==> src/rtl/fifo_spram_wide_fwft.sv <==
// First-word-fall-through sync FIFO on a single-port RAM of double word width.
// Writes are gathered into pairs; pairs are read back into a 4-word output buffer (OB).
module fifo_spram_wide_fwft #(
   parameter int DATA_WIDTH = 8,
   parameter int FIFO_DEPTH = 16,
   parameter int AF_TH      = FIFO_DEPTH - 2,
   parameter int AE_TH      = 2,
   parameter int CNT_W      = $clog2(FIFO_DEPTH) + 1
) (
   input  logic                  clk,
   input  logic                  rst_n,
   input  logic                  clr,
   input  logic                  wen,
   input  logic [DATA_WIDTH-1:0] wdata,
   output logic                  full_o,
   output logic                  almost_full_o,
   input  logic                  ren,
   output logic [DATA_WIDTH-1:0] rdata,
   output logic                  empty_o,
   output logic                  almost_empty_o,
   output logic [CNT_W-1:0]      count_o,
   output logic                  overflow_o,
   output logic                  underflow_o
);
   localparam int W     = DATA_WIDTH;
   localparam int PAIRS = FIFO_DEPTH / 2;
   localparam int AW    = $clog2(PAIRS);
   localparam int PW    = AW + 1;

   logic [CNT_W-1:0] r_count;
   logic             r_full, r_afull, r_empty, r_aempty, r_ovf, r_udf;
   logic [PW-1:0]    r_wptr, r_rptr;
   logic             r_inf;
   logic [1:0]       r_g_cnt;
   logic [W-1:0]     r_g [2];
   logic [W-1:0]     r_ob [4];
   logic [1:0]       r_ob_rd;
   logic [2:0]       r_ob_cnt;
   logic [2*W-1:0]   r_mem [PAIRS];
   logic [2*W-1:0]   r_ram_q;

   logic             w_wacc, w_racc, w_ram_empty, w_path_clr, w_g_full;
   logic             w_pair_mv, w_ram_we, w_ram_re, w_lone, w_byp;
   logic             w_pop_ob, w_pop_q, w_g_out, w_g_in;
   logic [1:0]       w_g_keep, w_push_n, w_ob_wr0, w_ob_wr1;
   logic [W-1:0]     w_push0, w_push1;
   logic [PW-1:0]    w_ram_cnt;
   logic [CNT_W-1:0] w_count_d;

   assign w_wacc      = wen & ~r_full;
   assign w_racc      = ren & ~r_empty;
   assign w_count_d   = clr ? '0 : r_count + CNT_W'(w_wacc) - CNT_W'(w_racc);
   assign w_ram_cnt   = r_wptr - r_rptr;
   assign w_ram_empty = (r_wptr == r_rptr);
   assign w_path_clr  = w_ram_empty & ~r_inf;
   assign w_g_full    = (r_g_cnt == 2'd2);

   // A full gather always leaves this cycle: straight into OB when nothing older is
   // queued behind the RAM, otherwise as one RAM pair write (which outranks a read).
   assign w_pair_mv = w_g_full & w_path_clr & (r_ob_cnt <= 3'd2);
   assign w_ram_we  = w_g_full & ~w_pair_mv;
   assign w_ram_re  = ~w_g_full & ~w_ram_empty & ((r_ob_cnt + {1'b0, r_inf, 1'b0}) <= 3'd2);
   assign w_lone    = (r_g_cnt == 2'd1) & w_path_clr & (r_ob_cnt != 3'd4);
   assign w_byp     = w_wacc & (r_g_cnt == 2'd0) & w_path_clr & (r_ob_cnt != 3'd4);

   // With OB empty the in-flight pair is the head, so its low word is shown and popped directly.
   assign w_pop_ob  = w_racc & (r_ob_cnt != 3'd0);
   assign w_pop_q   = w_racc & (r_ob_cnt == 3'd0);
   assign rdata     = (r_ob_cnt == 3'd0 && r_inf) ? r_ram_q[W-1:0] : r_ob[r_ob_rd];

   assign w_g_out   = w_g_full | w_lone;
   assign w_g_keep  = w_g_out ? 2'd0 : r_g_cnt;
   assign w_g_in    = w_wacc & ~w_byp;
   assign w_ob_wr0  = r_ob_rd + r_ob_cnt[1:0];
   assign w_ob_wr1  = w_ob_wr0 + 2'd1;

   always_comb begin
      w_push_n = 2'd0;
      w_push0  = '0;
      w_push1  = '0;
      if (r_inf) begin
         if (w_pop_q) begin
            w_push_n = 2'd1;
            w_push0  = r_ram_q[2*W-1:W];
         end else begin
            w_push_n = 2'd2;
            w_push0  = r_ram_q[W-1:0];
            w_push1  = r_ram_q[2*W-1:W];
         end
      end else if (w_pair_mv) begin
         w_push_n = 2'd2;
         w_push0  = r_g[0];
         w_push1  = r_g[1];
      end else if (w_lone) begin
         w_push_n = 2'd1;
         w_push0  = r_g[0];
      end else if (w_byp) begin
         w_push_n = 2'd1;
         w_push0  = wdata;
      end
   end

   always_ff @(posedge clk) begin
      if (w_ram_we)
         r_mem[r_wptr[AW-1:0]] <= {r_g[1], r_g[0]};
      else if (w_ram_re)
         r_ram_q <= r_mem[r_rptr[AW-1:0]];
   end

   always_ff @(posedge clk) begin
      if (w_g_in)
         r_g[w_g_keep[0]] <= wdata;
   end

   always_ff @(posedge clk or negedge rst_n) begin
      if (!rst_n) begin
         r_ob <= '{default: '0};
      end else if (clr) begin
         r_ob <= '{default: '0};
      end else begin
         if (w_push_n != 2'd0)
            r_ob[w_ob_wr0] <= w_push0;
         if (w_push_n == 2'd2)
            r_ob[w_ob_wr1] <= w_push1;
      end
   end

   always_ff @(posedge clk or negedge rst_n) begin
      if (!rst_n) begin
         r_wptr   <= '0;
         r_rptr   <= '0;
         r_inf    <= 1'b0;
         r_g_cnt  <= 2'd0;
         r_ob_rd  <= 2'd0;
         r_ob_cnt <= 3'd0;
         r_ovf    <= 1'b0;
         r_udf    <= 1'b0;
      end else if (clr) begin
         r_wptr   <= '0;
         r_rptr   <= '0;
         r_inf    <= 1'b0;
         r_g_cnt  <= 2'd0;
         r_ob_rd  <= 2'd0;
         r_ob_cnt <= 3'd0;
         r_ovf    <= 1'b0;
         r_udf    <= 1'b0;
      end else begin
         if (w_ram_we) r_wptr <= r_wptr + PW'(1);
         if (w_ram_re) r_rptr <= r_rptr + PW'(1);
         r_inf    <= w_ram_re;
         r_g_cnt  <= w_g_keep + {1'b0, w_g_in};
         r_ob_rd  <= r_ob_rd + {1'b0, w_pop_ob};
         r_ob_cnt <= r_ob_cnt - {2'b00, w_pop_ob} + {1'b0, w_push_n};
         r_ovf    <= wen & r_full;
         r_udf    <= ren & r_empty;
      end
   end

   always_ff @(posedge clk or negedge rst_n) begin
      if (!rst_n) begin
         r_count  <= '0;
         r_full   <= 1'b0;
         r_afull  <= 1'b0;
         r_empty  <= 1'b1;
         r_aempty <= 1'b1;
      end else begin
         r_count  <= w_count_d;
         r_full   <= (w_count_d == CNT_W'(FIFO_DEPTH));
         r_afull  <= (w_count_d >= CNT_W'(AF_TH));
         r_empty  <= (w_count_d == '0);
         r_aempty <= (w_count_d <= CNT_W'(AE_TH));
      end
   end

   assign count_o        = r_count;
   assign full_o         = r_full;
   assign almost_full_o  = r_afull;
   assign empty_o        = r_empty;
   assign almost_empty_o = r_aempty;
   assign overflow_o     = r_ovf;
   assign underflow_o    = r_udf;

`ifndef SYNTHESIS
   always_ff @(posedge clk) begin
      if (rst_n) begin
         assert (r_count <= CNT_W'(FIFO_DEPTH));
         assert (!(r_full && r_empty));
         assert (!(w_ram_we && w_ram_cnt == PW'(PAIRS)));
         assert (r_ob_cnt <= 3'd4);
      end
   end
`endif

endmodule

==> config.mk <==
export PLATFORM = sky130hd
export DESIGN_NAME = fifo_spram_wide_fwft
export DESIGN_NICKNAME = d
export VERILOG_FILES = /design/src/rtl/fifo_spram_wide_fwft.sv
export SDC_FILE = /design/constraint.sdc
export NUM_CORES = 1
export LEC_CHECK = 0
export ABC_AREA = 1
export CAP_MARGIN = 20
export CORE_ASPECT_RATIO = 1.4
export CORE_UTILIZATION = 55
export CTS_BUF_LIST = sky130_fd_sc_hd__clkbuf_4
export CTS_CLUSTER_SIZE = 40
export DETAILED_ROUTE_END_ITERATION = 12
export GPL_TIMING_DRIVEN = 0
export PLACE_DENSITY_LB_ADDON = 0.12
export SKIP_CTS_REPAIR_TIMING = 1
export SLEW_MARGIN = 15
export SYNTH_ARGS = -nofsm -noshare
export SYNTH_HDL_FRONTEND = slang
export SYNTH_SLANG_ARGS = --single-unit
export TNS_END_PERCENT = 20
==> constraint.sdc <==
create_clock -name clk -period 5.1 [get_ports clk]
set_clock_uncertainty 0.15 [all_clocks]
set_input_delay 0.51 -clock clk [delete_from_list [all_inputs] [get_ports clk]]
set_output_delay 0.51 -clock clk [all_outputs]
set_load 0.01 [all_outputs]
==> flow_metrics.py, run 1 <==
metrics = {
    "outcome": {
        "run_status": "complete, no violations",
    },
    "worst_setup_path": {
        "worst_setup_path_start_kind": "register",
        "worstRegToRegCells": 13,
        "crit_required_ns": 4.44,
        "critical_path.max_fanout": 10,
        "signal_arrival_time_at_the_worst_endpoint_ns": 2.96,
        "criticalPathCategory": "register to output port",
        "crit_path_end_kind": "output port",
    },
    "die": {
        "dieHeight_um": 163,
        "rows": 58,
        "placeableCoreArea_um2": 18000,
        "top_level_ports": 32,
        "chipWidth_um": 117,
        "initial_utilization_pct": 56.4,
        "floorplan.die_area_um2": 19000,
    },
    "final_layout": {
        "final_cell_count_without_fillers": 1408,
        "post_route_cells_drive_above_1_share_pct": 11.9,
        "design.final.nets": 1155,
        "design_area_um2": 11500,
        "fillerInstances": 1548,
        "area.growth.synth_to_final_pct": 13.6,
        "register_area_um2": 6280,
        "multi_input_comb_area_um2": 3370,
    },
    "synthesis": {
        "synth_area_per_cell_um2": 9.83,
        "netlist_area_um2": 10100,
        "ys_types": 40,
        "yosys_register_bits": 219,
        "synth_enable_flop_cells": 160,
        "synth.yosys.seq_area_share_pct": 61.9,
        "ys_warns": 0,
        "mappedNetlistNets": 1062,
        "syn_inst": 1032,
        "ys_dominant_reg_cell": "edfxtp_1",
        "async_set_or_reset_register_ratio_after_synthesis_pct": 26.9,
    },
    "grt": {
        "antenna_found_initial": 1,
        "via_count_of_the_first_global_routing_pass": 7617,
        "grt_pass1_wl_mm": 38.7,
        "grt_start_max_net_pins": 54,
        "groute.usage.overall_pct": 27.4,
        "global_route.overflow_total": 0,
    },
    "sta": {
        "worstMarginPinSlew_ns": 0.871,
        "finalSetupViolCount": 0,
        "fin_worst_hold_slack_ns": 0.0633,
        "layout_worst_path_cycle_share_pct": 71.1,
        "time_the_worst_path_needs_with_i_o_delays_and_setup_ns": 3.62,
        "fin_tns_setup_ns": 0,
        "finalHoldViolCount": 0,
        "setup_repair_after_global_routing_missed_its_margin": "false",
        "final_max_slew_viol_count": 0,
        "fmaxAchievable_mhz": 276,
        "relSlewSlack_pct": 41.9,
    },
    "place": {
        "placedCellCount": 1308,
        "detailed_place.area_um2": 10900,
        "place.detailed.hpwl_mm": 18.3,
        "numPortBuffers": 31,
        "place.gp.congestion": 0.903,
    },
    "clock_tree": {
        "cts-root-to-sink-buffers": 3,
        "cts.root.buffer_cell": "clkbuf_4",
        "cts-htree-levels": 2,
        "clk_transition_reported_paths_ns": 0.06,
        "clock_insertion_delay_worst_skew_ns": 0.67,
        "tritoncts": "done",
        "tritoncts.num_buffers": 54,
        "cts.sinks": 219,
    },
    "power": {
        "static-leakage-power_uw": 0.00483,
        "ir_drop_mv": 0.243,
        "power_density_nw_per_um2": 531,
    },
    "detailed_routing": {
        "dr_total_vias": 7496,
        "routedWlPerCell_um": 17.5,
        "detailedRoute.firstIterationViolations": 547,
        "number_of_vias_per_cell_after_detailed_routing": 5.32,
        "antenna_left": 0,
        "finalWirelength_mm": 24.7,
        "drt_drc_violations_left": 0,
        "first_pass_iters": 5,
    },
    "min_path": {
        "hold_path_class": "primary input to async pin",
    },
    "flow_run": {
        "maxCapViolCount": 0,
    },
}
==> kinds of logic after synthesis <==
| kind of cell | after synthesis | synth area share, % |
|---|---|---|
| compound gates | 191 | 10.5 |
| xor+xnor | 7 | 0.604 |
| fa+ha+maj | 17 | 2.24 |
| buf+inv | 123 | 5.08 |
| flops | 219 | 61.9 |
| simple gates | 475 | 19.7 |
==> registers in the layout, indices dropped and copies added, names as in the netlist, 2 cells and up <==
register  count
r_ram_q      16
count_o       5
r_mem       128
r_ob         32
r_ob_cnt      3
r_g_cnt       2
r_wptr        4
r_rptr        4
r_g          16
r_ob_rd       2
==> power by group <==
part           leakage (uW)  internal (uW)  switching (uW)
sequential          0.00225           2230             193
clock              0.000390            673             695
combinational       0.00220            802            1520
total               0.00483           3710            2410
==> cells in the final DEF, fill, tap and decap left out, types with 2 or more instances in the layout <==
cell type and n:
a211oi_1 3, a31oi_1 22, dfrtp_1 57, buf_2 3, o22ai_1 19, clkdlybuf4s50_1 30, buf_6 7, clkinv_2 3
clkbuf_4 73, xnor2_1 3, nor2_1 255, edfxtp_1 160, nor3_1 4, ha_1 15, nand2_1 158, o211ai_1 13
xor2_1 4, buf_1 2, nand2_2 4, nand2_4 8, inv_1 68, nand3_1 25, nor2_4 4, clkinv_1 20
buf_4 5, clkinv_4 3, nor2_2 9, clkbuf_1 32, inv_2 8, o21ai_0 105, o21ai_1 12, dfstp_2 2
o21a_1 2, fa_1 2, a21oi_1 13, nor2_8 2
==> final cells by class <==
| class | instances | share of cell area (%) |
|---|---|---|
| Tap cell | 240 | 2.61 |
| Buffer | 45 | 1.89 |
| Clock inverter | 25 | 0.977 |
| Inverter | 78 | 2.58 |
| Clock buffer | 73 | 4.76 |
| Multi-Input combinational cell | 690 | 29.2 |
| Sequential cell | 219 | 54.5 |
| Timing Repair Buffer | 37 | 3.42 |
| Antenna cell | 1 | 0.0217 |
==> through the flow <==
stage | utilization, % | total power (uW) | worst slack, ns
floorplan | - | 4000 | 2.15
global placement | 59.8 | 4730 | 1.04
detailed placement | 60.3 | 4780 | 1.73
CTS | 64.0 | 6150 | 1.42
global route | 64.0 | 6540 | 1.26
finish | 64.0 | 6120 | 1.48
==> cells in the mapped netlist, types with 5 or more instances <==
cell	number	area, um^2
nand3_1	25	125
nand2_4	8	90.1
nand2_1	158	593
edfxtp_1	160	4800
nor2_1	262	983
inv_1	68	255
inv_2	8	30.0
nor3_1	5	25.0
o21ai_1	12	60.1
o211ai_1	13	97.6
o21ai_0	105	526
a21oi_1	13	65.1
o22ai_1	19	119
ha_1	15	188
clkbuf_1	32	120
dfrtp_1	57	1430
a31oi_1	22	138
==> worst paths after layout <==
kind                                  from        endpoint  slack [ns]
worst max-delay path            r_ob_rd[0]        rdata[6]        1.48
worst min-delay path                 rst_n        r_ob[20]        0.06
worst max register to register   r_rptr[1]     r_mem[6][5]        2.13
worst min register to register   r_wptr[3]       r_wptr[3]        0.34
max in group asynchronous            rst_n  almost_empty_o        4.18
min in group clk                       clr      count_o[2]        0.28
==> critical path, stage by stage, from the launching register on <==
cell and delay [ns]:
dfrtp_1 0.38, clkbuf_1 0.33, clkbuf_1 0.51, nor2_1 0.09
nor2_1 0.10, o21ai_0 0.11, a31oi_1 0.20, clkdlybuf4s50_1 0.57
==> routing by layer <==
metal  global-route usage (%)  part of all wire (%)  routed length [um]
met1                     29.8                    37                9140
met2                     50.6                    54               13400
met3                     4.95                   5.2                1290
met4                     12.7                   3.3                 809
met5                        0                     0                   0
Power figures use the tool's default switching activity.
==> run 2, diff against run 1 <==
==> constraint.sdc (replaced) <==
create_clock -name clk -period 3.2 [get_ports clk]
set_clock_uncertainty 0.15 [all_clocks]
set_input_delay 0.32 -clock clk [delete_from_list [all_inputs] [get_ports clk]]
set_output_delay 0.32 -clock clk [all_outputs]
set_load 0.01 [all_outputs]
==> flow_metrics.py, run 2 (same netlist as run 1, synthesis figures left out) <==
metrics = {
    "outcome": {
        "run_status": "complete, no violations",
    },
    "clock_tree": {
        "cts-htree-levels": 2,
        "cts-root-to-sink-buffers": 3,
        "tritoncts.num_buffers": 54,
        "tritoncts": "done",
        "cts.root.buffer_cell": "clkbuf_4",
        "cts.sinks": 219,
        "clock_insertion_delay_worst_skew_ns": 0.67,
        "clk_transition_reported_paths_ns": 0.07,
    },
    "worst_setup_path": {
        "critical_path.cell_chain": "nor2_1 > nand2_1 > inv_2 > nand2_2 > buf_2 > o21ai_0 > clkdlybuf4s50_1",
        "worst_setup_path_start_kind": "register",
        "crit_path_end_kind": "output port",
        "criticalPathCategory": "register to output port",
        "critical_path.max_fanout": 10,
        "signal_arrival_time_at_the_worst_endpoint_ns": 2.58,
        "critical-path-slowest-cell": "clkdlybuf4s50_1",
        "crit_required_ns": 2.73,
        "cp_slowest_stage_delay_ns": 0.57,
    },
    "power": {
        "ir_drop_mv": 0.390,
        "pwr-share-seq_pct": 39.8,
        "power_frac_comb_pct": 37.8,
        "power_density_nw_per_um2": 846,
        "static-leakage-power_uw": 0.00484,
        "internal_power_of_the_cells_uw": 5910,
        "switching_share_pct": 39.4,
        "power.switching_uw": 3850,
        "power_share_of_the_clock_group_pct": 22.4,
    },
    "final_layout": {
        "post_route_cells_drive_above_1_share_pct": 12.4,
        "area.growth.synth_to_final_pct": 13.7,
        "fin_util_pct": 64.1,
        "most-common-layout-cells": "nor2_1 (255), edfxtp_1 (160), nand2_1 (157)",
        "layout.cells.most_common": "nor2_1",
        "design.final.nets": 1154,
        "flip_flop_count_of_the_largest_register_after_layout": 128,
    },
    "grt": {
        "antenna_found_initial": 1,
        "grt_start_max_net_pins": 54,
        "grt_util_met2_pct": 50.6,
        "groute.usage.overall_pct": 27.4,
        "grt.met1_usage_pct": 29.8,
        "grt.met3_usage_pct": 4.95,
        "grt_pass1_wl_mm": 38.7,
        "global_route.overflow_total": 0,
        "global_route.peak_usage_layer": "met2",
        "via_count_of_the_first_global_routing_pass": 7617,
    },
    "sta": {
        "worstMarginPinSlew_ns": 0.873,
        "finalHoldViolCount": 0,
        "setup_repair_after_global_routing_missed_its_margin": "false",
        "layout_worst_path_cycle_share_pct": 95.5,
        "final_critical_path_setup_slack_ns": 0.145,
        "fmaxAchievable_mhz": 327,
        "time_the_worst_path_needs_with_i_o_delays_and_setup_ns": 3.05,
        "finalSetupViolCount": 0,
        "relSlewSlack_pct": 41.7,
        "final_max_slew_viol_count": 0,
        "fin_tns_setup_ns": 0,
    },
    "place": {
        "place.detailed.hpwl_mm": 18.3,
        "place.gp.congestion": 0.903,
        "numPortBuffers": 31,
        "post_place_setup_slack_ns": 0.0245,
    },
    "detailed_routing": {
        "routedWlPerCell_um": 17.5,
        "detailedRoute.firstIterationViolations": 564,
        "number_of_vias_per_cell_after_detailed_routing": 5.34,
        "dr_total_vias": 7518,
        "finalWirelength_mm": 24.7,
        "drt_drc_violations_left": 0,
        "first_pass_iters": 5,
        "antenna_left": 0,
    },
    "die": {
        "dieHeight_um": 163,
        "chipWidth_um": 117,
        "rows": 58,
        "top_level_ports": 32,
        "placeableCoreArea_um2": 18000,
        "initial_utilization_pct": 56.4,
        "floorplan.die_area_um2": 19000,
    },
    "min_path": {
        "hold_path_class": "primary input to async pin",
    },
    "flow_run": {
        "maxCapViolCount": 0,
    },
}
==> run 2: layer usage <==
metal  vias up  wire [um]
met5         -          0
met4         0        813
met3        64       1220
met2       247      13400
met1      3504       9180
li1       3703          -
==> run 2: layout make-up <==
class                      instances  area [um^2]
fill                            1548         6460
sequential                       219         6290
multi-input combinational        690         3370
clock buffer                      73          548
timing repair buffer              38          404
tap                              240          300
inverter                          78          298
buffer                            43          214
clock inverter                    25          113
antenna                            1         2.50
==> run 2: critical path, delay by kind of cell, from the launching register on <==
kind                   cells  cell delay, ns
buffers and inverters      3            0.89
DFF                        1            0.44
and+or+nand+nor            3            0.36
AOI/OAI and AO/OA          1            0.22
==> run 2: power by group through the flow <==
stage	Clock, uW	Combinational, uW	Sequential (uW)
floorplan	0	2560	3810
global placement	0	3640	3910
detailed placement	0	3710	3920
CTS	2230	3720	3860
global route	2370	4140	3920
finish	2190	3690	3880
==> run 2: final timing paths <==
check / start / slack (ns) / to / cells after the start
max: r_ob_cnt[1] / 0.15 / rdata[3] / 7
min: rst_n / 0.03 / r_ob[12] / 3
max reg2reg: r_rptr[1] / 0.24 / r_mem[6][5] / 13
min reg2reg: r_wptr[3] / 0.34 / r_wptr[3] / 1
max in group asynchronous: rst_n / 2.16 / r_ob[22] / 3
min in group clk: clr / 0.09 / count_o[2] / 2
==> run 2: stage by stage <==
step	cell area (um^2)	hold slack, ns	instances	total power (uW)
floorplan	10100	-0.126	1032	6380
global placement	10800	0.329	1303	7540
detailed placement	10900	0.00190	1308	7630
CTS	11500	-0.697	1406	9810
global route	11500	0.0289	1407	10400
finish	11500	0.0275	1407	9760
